**src/rtl/serial_pattern_tx.sv**
```systemverilog
// Serial pattern transmitter: shifts a captured word out MSB-first on Signal,
// optionally repeating it with an idle gap between copies.
module serial_pattern_tx #(
    parameter int unsigned WIDTH      = 8,
    parameter int unsigned GAP_CYCLES = 2,
    parameter logic        IDLE_LEVEL = 1'b0
) (
    input  logic             Clock,
    input  logic             Reset,
    input  logic             Start,
    input  logic [WIDTH-1:0] Data,
    input  logic [3:0]       Repeat,
    input  logic             Abort,
    output logic             Ready,
    output logic             Busy,
    output logic             Signal,
    output logic             Done
);

    localparam int unsigned BW = $clog2(WIDTH);
    localparam int unsigned GW = (GAP_CYCLES > 1) ? $clog2(GAP_CYCLES) : 1;
    localparam logic [BW-1:0] BitLast = BW'(WIDTH - 1);
    localparam logic [GW-1:0] GapLast = GW'((GAP_CYCLES == 0) ? 0 : GAP_CYCLES - 1);

    typedef enum logic [1:0] {StIdle, StShift, StGap} state_e;

    state_e           state_q, state_d;
    logic [WIDTH-1:0] shift_q, shift_d;
    logic [WIDTH-1:0] word_q, word_d;
    logic [BW-1:0]    bit_cnt_q, bit_cnt_d;
    logic [GW-1:0]    gap_cnt_q, gap_cnt_d;
    logic [3:0]       rep_q, rep_d;
    logic             ready_q, ready_d;
    logic             busy_q, busy_d;
    logic             signal_q, signal_d;
    logic             done_q, done_d;

    always_comb begin
        state_d   = state_q;
        shift_d   = shift_q;
        word_d    = word_q;
        bit_cnt_d = bit_cnt_q;
        gap_cnt_d = gap_cnt_q;
        rep_d     = rep_q;
        ready_d   = ready_q;
        busy_d    = busy_q;
        signal_d  = signal_q;
        done_d    = 1'b0;

        unique case (state_q)
            StIdle: begin
                ready_d  = 1'b1;
                busy_d   = 1'b0;
                signal_d = IDLE_LEVEL;
                if (Start) begin
                    state_d   = StShift;
                    shift_d   = Data;
                    word_d    = Data;
                    rep_d     = Repeat;
                    bit_cnt_d = '0;
                    ready_d   = 1'b0;
                    busy_d    = 1'b1;
                    signal_d  = Data[WIDTH-1];
                end
            end
            StShift: begin
                if (Abort) begin
                    state_d  = StIdle;
                    ready_d  = 1'b1;
                    busy_d   = 1'b0;
                    signal_d = IDLE_LEVEL;
                end else if (bit_cnt_q == BitLast) begin
                    if (rep_q != 4'd0) begin
                        rep_d = rep_q - 4'd1;
                        if (GAP_CYCLES > 0) begin
                            state_d   = StGap;
                            gap_cnt_d = '0;
                            signal_d  = IDLE_LEVEL;
                        end else begin
                            // Back-to-back copy: MSB follows LSB with no idle bit.
                            shift_d   = word_q;
                            bit_cnt_d = '0;
                            signal_d  = word_q[WIDTH-1];
                        end
                    end else begin
                        state_d  = StIdle;
                        done_d   = 1'b1;
                        ready_d  = 1'b1;
                        busy_d   = 1'b0;
                        signal_d = IDLE_LEVEL;
                    end
                end else begin
                    shift_d   = {shift_q[WIDTH-2:0], 1'b0};
                    bit_cnt_d = bit_cnt_q + 1'b1;
                    signal_d  = shift_q[WIDTH-2];
                end
            end
            StGap: begin
                if (Abort) begin
                    state_d  = StIdle;
                    ready_d  = 1'b1;
                    busy_d   = 1'b0;
                    signal_d = IDLE_LEVEL;
                end else if (gap_cnt_q == GapLast) begin
                    state_d   = StShift;
                    shift_d   = word_q;
                    bit_cnt_d = '0;
                    signal_d  = word_q[WIDTH-1];
                end else begin
                    gap_cnt_d = gap_cnt_q + 1'b1;
                    signal_d  = IDLE_LEVEL;
                end
            end
            default: begin
                state_d  = StIdle;
                ready_d  = 1'b1;
                busy_d   = 1'b0;
                signal_d = IDLE_LEVEL;
            end
        endcase
    end

    always_ff @(posedge Clock or negedge Reset) begin
        if (!Reset) begin
            state_q   <= StIdle;
            shift_q   <= '0;
            word_q    <= '0;
            bit_cnt_q <= '0;
            gap_cnt_q <= '0;
            rep_q     <= '0;
            ready_q   <= 1'b1;
            busy_q    <= 1'b0;
            signal_q  <= IDLE_LEVEL;
            done_q    <= 1'b0;
        end else begin
            state_q   <= state_d;
            shift_q   <= shift_d;
            word_q    <= word_d;
            bit_cnt_q <= bit_cnt_d;
            gap_cnt_q <= gap_cnt_d;
            rep_q     <= rep_d;
            ready_q   <= ready_d;
            busy_q    <= busy_d;
            signal_q  <= signal_d;
            done_q    <= done_d;
        end
    end

    assign Ready  = ready_q;
    assign Busy   = busy_q;
    assign Signal = signal_q;
    assign Done   = done_q;

endmodule

```
**config.mk**
```make
export PLATFORM = sky130hd
export DESIGN_NAME = serial_pattern_tx
export DESIGN_NICKNAME = d
export VERILOG_FILES = /design/src/rtl/serial_pattern_tx.sv
export SDC_FILE = /design/constraint.sdc
export NUM_CORES = 1
export LEC_CHECK = 0
export ABC_AREA = 1
export CAP_MARGIN = 20
export CORE_MARGIN = 2
export CORE_UTILIZATION = 54
export DETAILED_ROUTE_END_ITERATION = 8
export GPL_ROUTABILITY_DRIVEN = 1
export PLACE_DENSITY = 0.78
export SYNTH_ARGS = -nofsm -noshare
export SYNTH_HDL_FRONTEND = slang
export SYNTH_SLANG_ARGS = --single-unit
```
**constraint.sdc**
```tcl
create_clock -name Clock -period 1.75 [get_ports Clock]
set_input_delay 0.35 -clock Clock [delete_from_list [all_inputs] [get_ports Clock]]
set_output_delay 0.35 -clock Clock [all_outputs]
set_load 0.005 [all_outputs]
```
* After elaboration in Yosys (flattened, before gate mapping)
Cells that the tools add are included.
** Word-level totals
- Bits in registers :: 29
** Cells by class
- Add/sub/neg operators :: 3
- Equal/unequal tests :: 14
- Muxes and demuxes :: 52
- Reductions and logical operators :: 11
** Operators with widths (count)
- 7-bit two-way mux :: 5
- 1-bit two-way mux :: 24
- 7-bit one-hot mux with 3 select lines :: 1
- 4-bit two-way mux :: 4
- 2-bit inequality test, second input constant :: 8
- 3-bit two-way mux :: 5
- 2-bit two-way mux :: 6
- 5-bit AND reduction :: 2
- 3-bit inequality test, second input constant :: 3
- 1-bit one-hot mux with 3 select lines :: 3
- 3-bit one-hot mux with 3 select lines :: 1
- 4-bit one-hot mux with 2 select lines :: 1
- 2-bit one-hot mux with 3 select lines :: 1
- 3-bit AND reduction :: 2
- 6-bit AND reduction :: 1
- 2-bit nonzero test :: 2
- 4-bit nonzero test :: 1
- 4-bit by 1-bit subtractor with 4-bit output, second input constant :: 1
- 3-bit by 1-bit adder with 3-bit output, second input constant :: 1
- 3-bit equality test, second input constant :: 1
- 3-bit nonzero test :: 1
- 2-bit by 1-bit equality test with 1-bit output, second input constant :: 1
- 2-bit equality test, second input constant :: 1
- 2-bit logical NOT :: 1
- other kinds (3) :: 3

* Logic depth before layout (Yosys ltp)
Gate-level depths: netlist (run 1).
- Depth in word-level cells :: 5
- Depth in mapped cells :: 9
- Mapped depth without buffers :: 9

* Worst setup path before layout (run 1)
No wires, ideal clock.
- Path type :: register -> register
- Start :: register state_q[0]
- End :: register bit_cnt_q[0]
- Library setup time :: 117 ps
- Data arrival time :: 1277 ps
- Data required time :: 1633 ps
- Slack :: 356 ps
- Stages on the path, launching flop included :: 9
- Cells stage by stage :: dfrtp_1 > inv_1 > ha_1 > nor2_1 > nand2_1 > o21ai_2 > nand2_2 > nand2_1 > nand2_1
** Between the ends
- Cells in the longest elaborated chain, start to end :: 3
** Ends and longest elaborated chain
- start, declared :: line 27 : state_e state_q, state_d;
- start signal, assigned :: line 125 : state_q <= StIdle;
- start signal, assigned :: line 136 : state_q <= state_d;
- 2-bit by 1-bit equality test with 1-bit output, or another cell as far along :: line 50 : unique case (state_q)
- 2-bit inequality test (no source line) / 3-bit nonzero test (equally long branches)
- 6-bit AND reduction (no source line)
- end signal, assigned :: line 139 : bit_cnt_q <= bit_cnt_d;
- end, declared :: line 30 : logic [BW-1:0] bit_cnt_q, bit_cnt_d;
Parallel ways exist; a longest one is shown, timed or not.
A chain may end at the register's enable or synchronous reset.

* Worst setup path in the final report (run 1)
- Start :: register state_q[0]
- End :: register shift_q[5]
** Between the ends
- Cells in the longest elaborated chain, start to end :: 3
** Ends and longest elaborated chain
- 2-bit by 1-bit equality test with 1-bit output, or another cell as far along :: line 50
- 2-bit inequality test (no source line) / 3-bit nonzero test (equally long branches)
- 6-bit AND reduction (no source line)
- end signal, assigned :: line 137 : shift_q <= shift_d;
- end, declared :: line 28 : logic [WIDTH-1:0] shift_q, shift_d;
Parallel ways exist; a longest one is shown, timed or not.

==> flow_summary.ini, run 1 <==
[outcome]
outcome = completed

[critical_path]
largest_fanout_on_the_critical_path = 10
timing.critical_path.from_type = register
setup.reg_to_reg.worst_slack_ns = 0.14
end_kind = register
worst_r2r_startpoint = state_q[0]$_DFFE_PN0P_
worstRegToRegCells = 8
worst_ep_required_time_ns = 1.97
worstPathArrival_ns = 1.83
worstReg2RegEnd = shift_q[5]$_DFFE_PN0P_
critical_path_class = reg2reg

[clock_network]
clock_tree.root_cell = sky130_fd_sc_hd__clkbuf_4
tritoncts_clock_tree = done
cts_clock_pin_slew_for_the_worst_setup_and_hold_paths_ns = 0.10
clock_sink_count = 29
clk_path_buf_depth = 2
clkLatencyLatePin_ns = 0.34
cts.repair_timing.setup_buffer_count = 0
cts_inserted_buffers = 5
htreeDepth = 2

[die]
initial_cell_density_of_the_core = 0.574
placement_rows = 19
core_region_area_um2 = 2780
io_pins = 20
die_h_um = 58.4
die_area_um2 = 3400
fp.dieW_um = 58.4

[sta]
final.hold.worst_slack_ns = 0.389
hold_violations = 0
report.final.slew_viol_count = 0
finalSetupViolCount = 0
tns_ns = 0
relSlewSlack = 0.758
grt_setup_unrepaired = yes
achievable-frequency_mhz = 621
tightestPinTransition_ns = 0.362
min_period_ns = 1.61
worst_slack_ns = 0.141
final.period_utilization = 0.919
timing.clock.skew_ns = 0.0129

[logic_synthesis]
synth-warning-count = 0
synth_seq_cells = 29
syn-instance-count = 212
syn-cell-area_um2 = 1600
ys_types = 23
yosysSeqAreaShare = 0.456
synth_fp_nets = 235
postSynthAreaPerCell_um2 = 7.52

[layout]
final.fill_count = 254
leading_cell_type_in_the_layout_fill_and_taps_excluded = sky130_fd_sc_hd__nand2_1
multi_input_comb_area_um2 = 764
flow.area_growth_from_synthesis_pct = 19.2
finalNetCount = 263
layout.cells.most_common_list = 92 x sky130_fd_sc_hd__nand2_1, 28 x sky130_fd_sc_hd__dfrtp_1, 23 x sky130_fd_sc_hd__nand3_1
n_antenna_cell = 0
layout.area.seq_um2 = 727
layout-drive-gt1-share = 0.0954
final_util = 0.684

[pwr]
pwr-share-seq = 0.365
power.leakage_nw = 1.02
clock_power_share = 0.129
combPwrFrac = 0.505
internal_power_w = 0.00172
power.ir.vdd_worst_v = 0.00106
total_power_w = 0.00311
power.net_switching_w = 0.00139
power-per-cell-area_nw_per_um2 = 1640
netSwitchingFraction = 0.448

[route]
vias = 1433
drt_wl_total_um = 3430
route.detailed.wl_per_inst_um = 12.6
drt-pass1-iter-count = 4
drtAntennaViolNets = 0
drc = 0
drt_first_iter_violations = 61
per_cell_via_count_in_the_routed_design = 5.27

[placement]
buffer_ports.inserted = 19
place_ws_ns = 0.0574
dp_wirelength_um = 2540
gp_routability_congestion = 0.829

[global_routing]
grt_pass1_vias = 1439
grt_usage = 0.236
grt_pass1_wl_um = 6060
maximum_number_of_pins_on_one_net_before_global_route_repair = 30
globalRouteOverflowTotal = 0
grt_antenna_before_repair = 0

[min_path]
worst_hold_path_type = in2async

[run]
timing.max_cap.violations = 0
-- through the flow --
stage               cells  area (µm²)
CTS                   272        1890
global route          272        1900
global placement      264        1840
detailed placement    264        1840
finish                272        1900
floorplan             212        1600
-- power groups by stage --
stage	clock network, W	logic [W]	registers (W)
after floorplan	0	0.00116	0.00110
after global placement	0	0.00147	0.00113
after detailed placement	0	0.00156	0.00115
after CTS	0.000414	0.00157	0.00113
after global routing	0.000454	0.00180	0.00117
final	0.000402	0.00157	0.00114
-- worst max-delay path by stage --
| stage | start | end | slack [ns] |
|---|---|---|---|
| final | state_q[0]$_DFFE_PN0P_ | shift_q[5]$_DFFE_PN0P_ | 0.14 |
| after global routing | state_q[1]$_DFFE_PN0P_ | rep_q[3]$_DFFE_PN0P_ | -0.01 |
| after CTS | Ready$_DFFE_PN1P_ | Ready | 0.02 |
| after detailed placement | Abort | state_q[0]$_DFFE_PN0P_ | 0.06 |
| after global placement | Abort | state_q[0]$_DFFE_PN0P_ | 0.11 |
| after floorplan | state_q[0]$_DFFE_PN0P_ | bit_cnt_q[0]$_DFFE_PN0P_ | 0.36 |
-- area by class of cell --
class,count,share of cell area
Clock buffer,5,0.0197
Clock inverter,3,0.00921
Inverter,21,0.0414
Multi-Input combinational cell,158,0.402
Sequential cell,29,0.382
Tap cell,31,0.0204
Timing Repair Buffer,25,0.125
-- layer usage --
| layer | track usage | vias up | wire length, µm |
|---|---|---|---|
| met5 | 0 | - | 0 |
| met2 | 0.404 | 37 | 1700 |
| met4 | 0.0864 | 0 | 56 |
| li1 | - | 730 | - |
| met1 | 0.283 | 660 | 1480 |
| met3 | 0.0681 | 6 | 191 |
-- synth_stat cells, drive strengths merged --
library cell  number  area, µm²
a21oi              2       10.0
buf                3       26.3
clkbuf             1       3.75
dfrtp             28        701
dfstp              1       26.3
ha                 7       87.6
inv               21       78.8
nand2             93        352
nand3             24        125
nand3b             2       15.0
nand4              5       31.3
nor2               8       37.5
nor3               1       5.00
o211ai             1       12.5
o21ai             13       68.8
or2                1       6.26
xor2               1       8.76
-- cells by family after synthesis --
group                    share of synthesized area
AND/OR/NAND/NOR                              0.358
flip-flops                                   0.456
buffers and inverters                       0.0682
AO/OA/AOI/OAI                               0.0573
adder cells (fa/ha/maj)                     0.0549
XOR/XNOR                                   0.00549
-- registers in the layout, summed over array words and instances, names as in the netlist --
register,cells
word_q,8
shift_q,7
rep_q,4
bit_cnt_q,3
state_q,2
Busy,1
Done,1
Ready,1
Signal,1
gap_cnt_q,1
-- critical path: stages, from the launching register on --
cell and delay (ns):
sky130_fd_sc_hd__dfrtp_1 0.43, sky130_fd_sc_hd__inv_1 0.09, sky130_fd_sc_hd__ha_1 0.30, sky130_fd_sc_hd__nor2_2 0.21, sky130_fd_sc_hd__nand2_1 0.09, sky130_fd_sc_hd__o21ai_2 0.08
sky130_fd_sc_hd__nand2_2 0.16, sky130_fd_sc_hd__nand2_1 0.10, sky130_fd_sc_hd__nand2_1 0.06
-- what timing repair did --
| item | CTS | global route |
|---|---|---|
| hold endpoints to repair | 0 | 0 |
| setup endpoints to repair | 0 | 15 |
| hold buffers | 0 | 0 |
| resized for setup | 0 | 3 |
Power figures use the tool's default switching activity.
==> run 2: changes to the inputs <==
--- a/config.mk
+++ b/config.mk
@@ -9,8 +9,10 @@
 export CAP_MARGIN = 20
 export CORE_MARGIN = 2
 export CORE_UTILIZATION = 54
+export CTS_CLUSTER_DIAMETER = 40
 export DETAILED_ROUTE_END_ITERATION = 8
 export GPL_ROUTABILITY_DRIVEN = 1
+export GPL_TIMING_DRIVEN = 1
 export PLACE_DENSITY = 0.78
 export SYNTH_ARGS = -nofsm -noshare
 export SYNTH_HDL_FRONTEND = slang
==> results of run 2 <==
The final DEF is identical to that of run 1; final timing and power are the same.
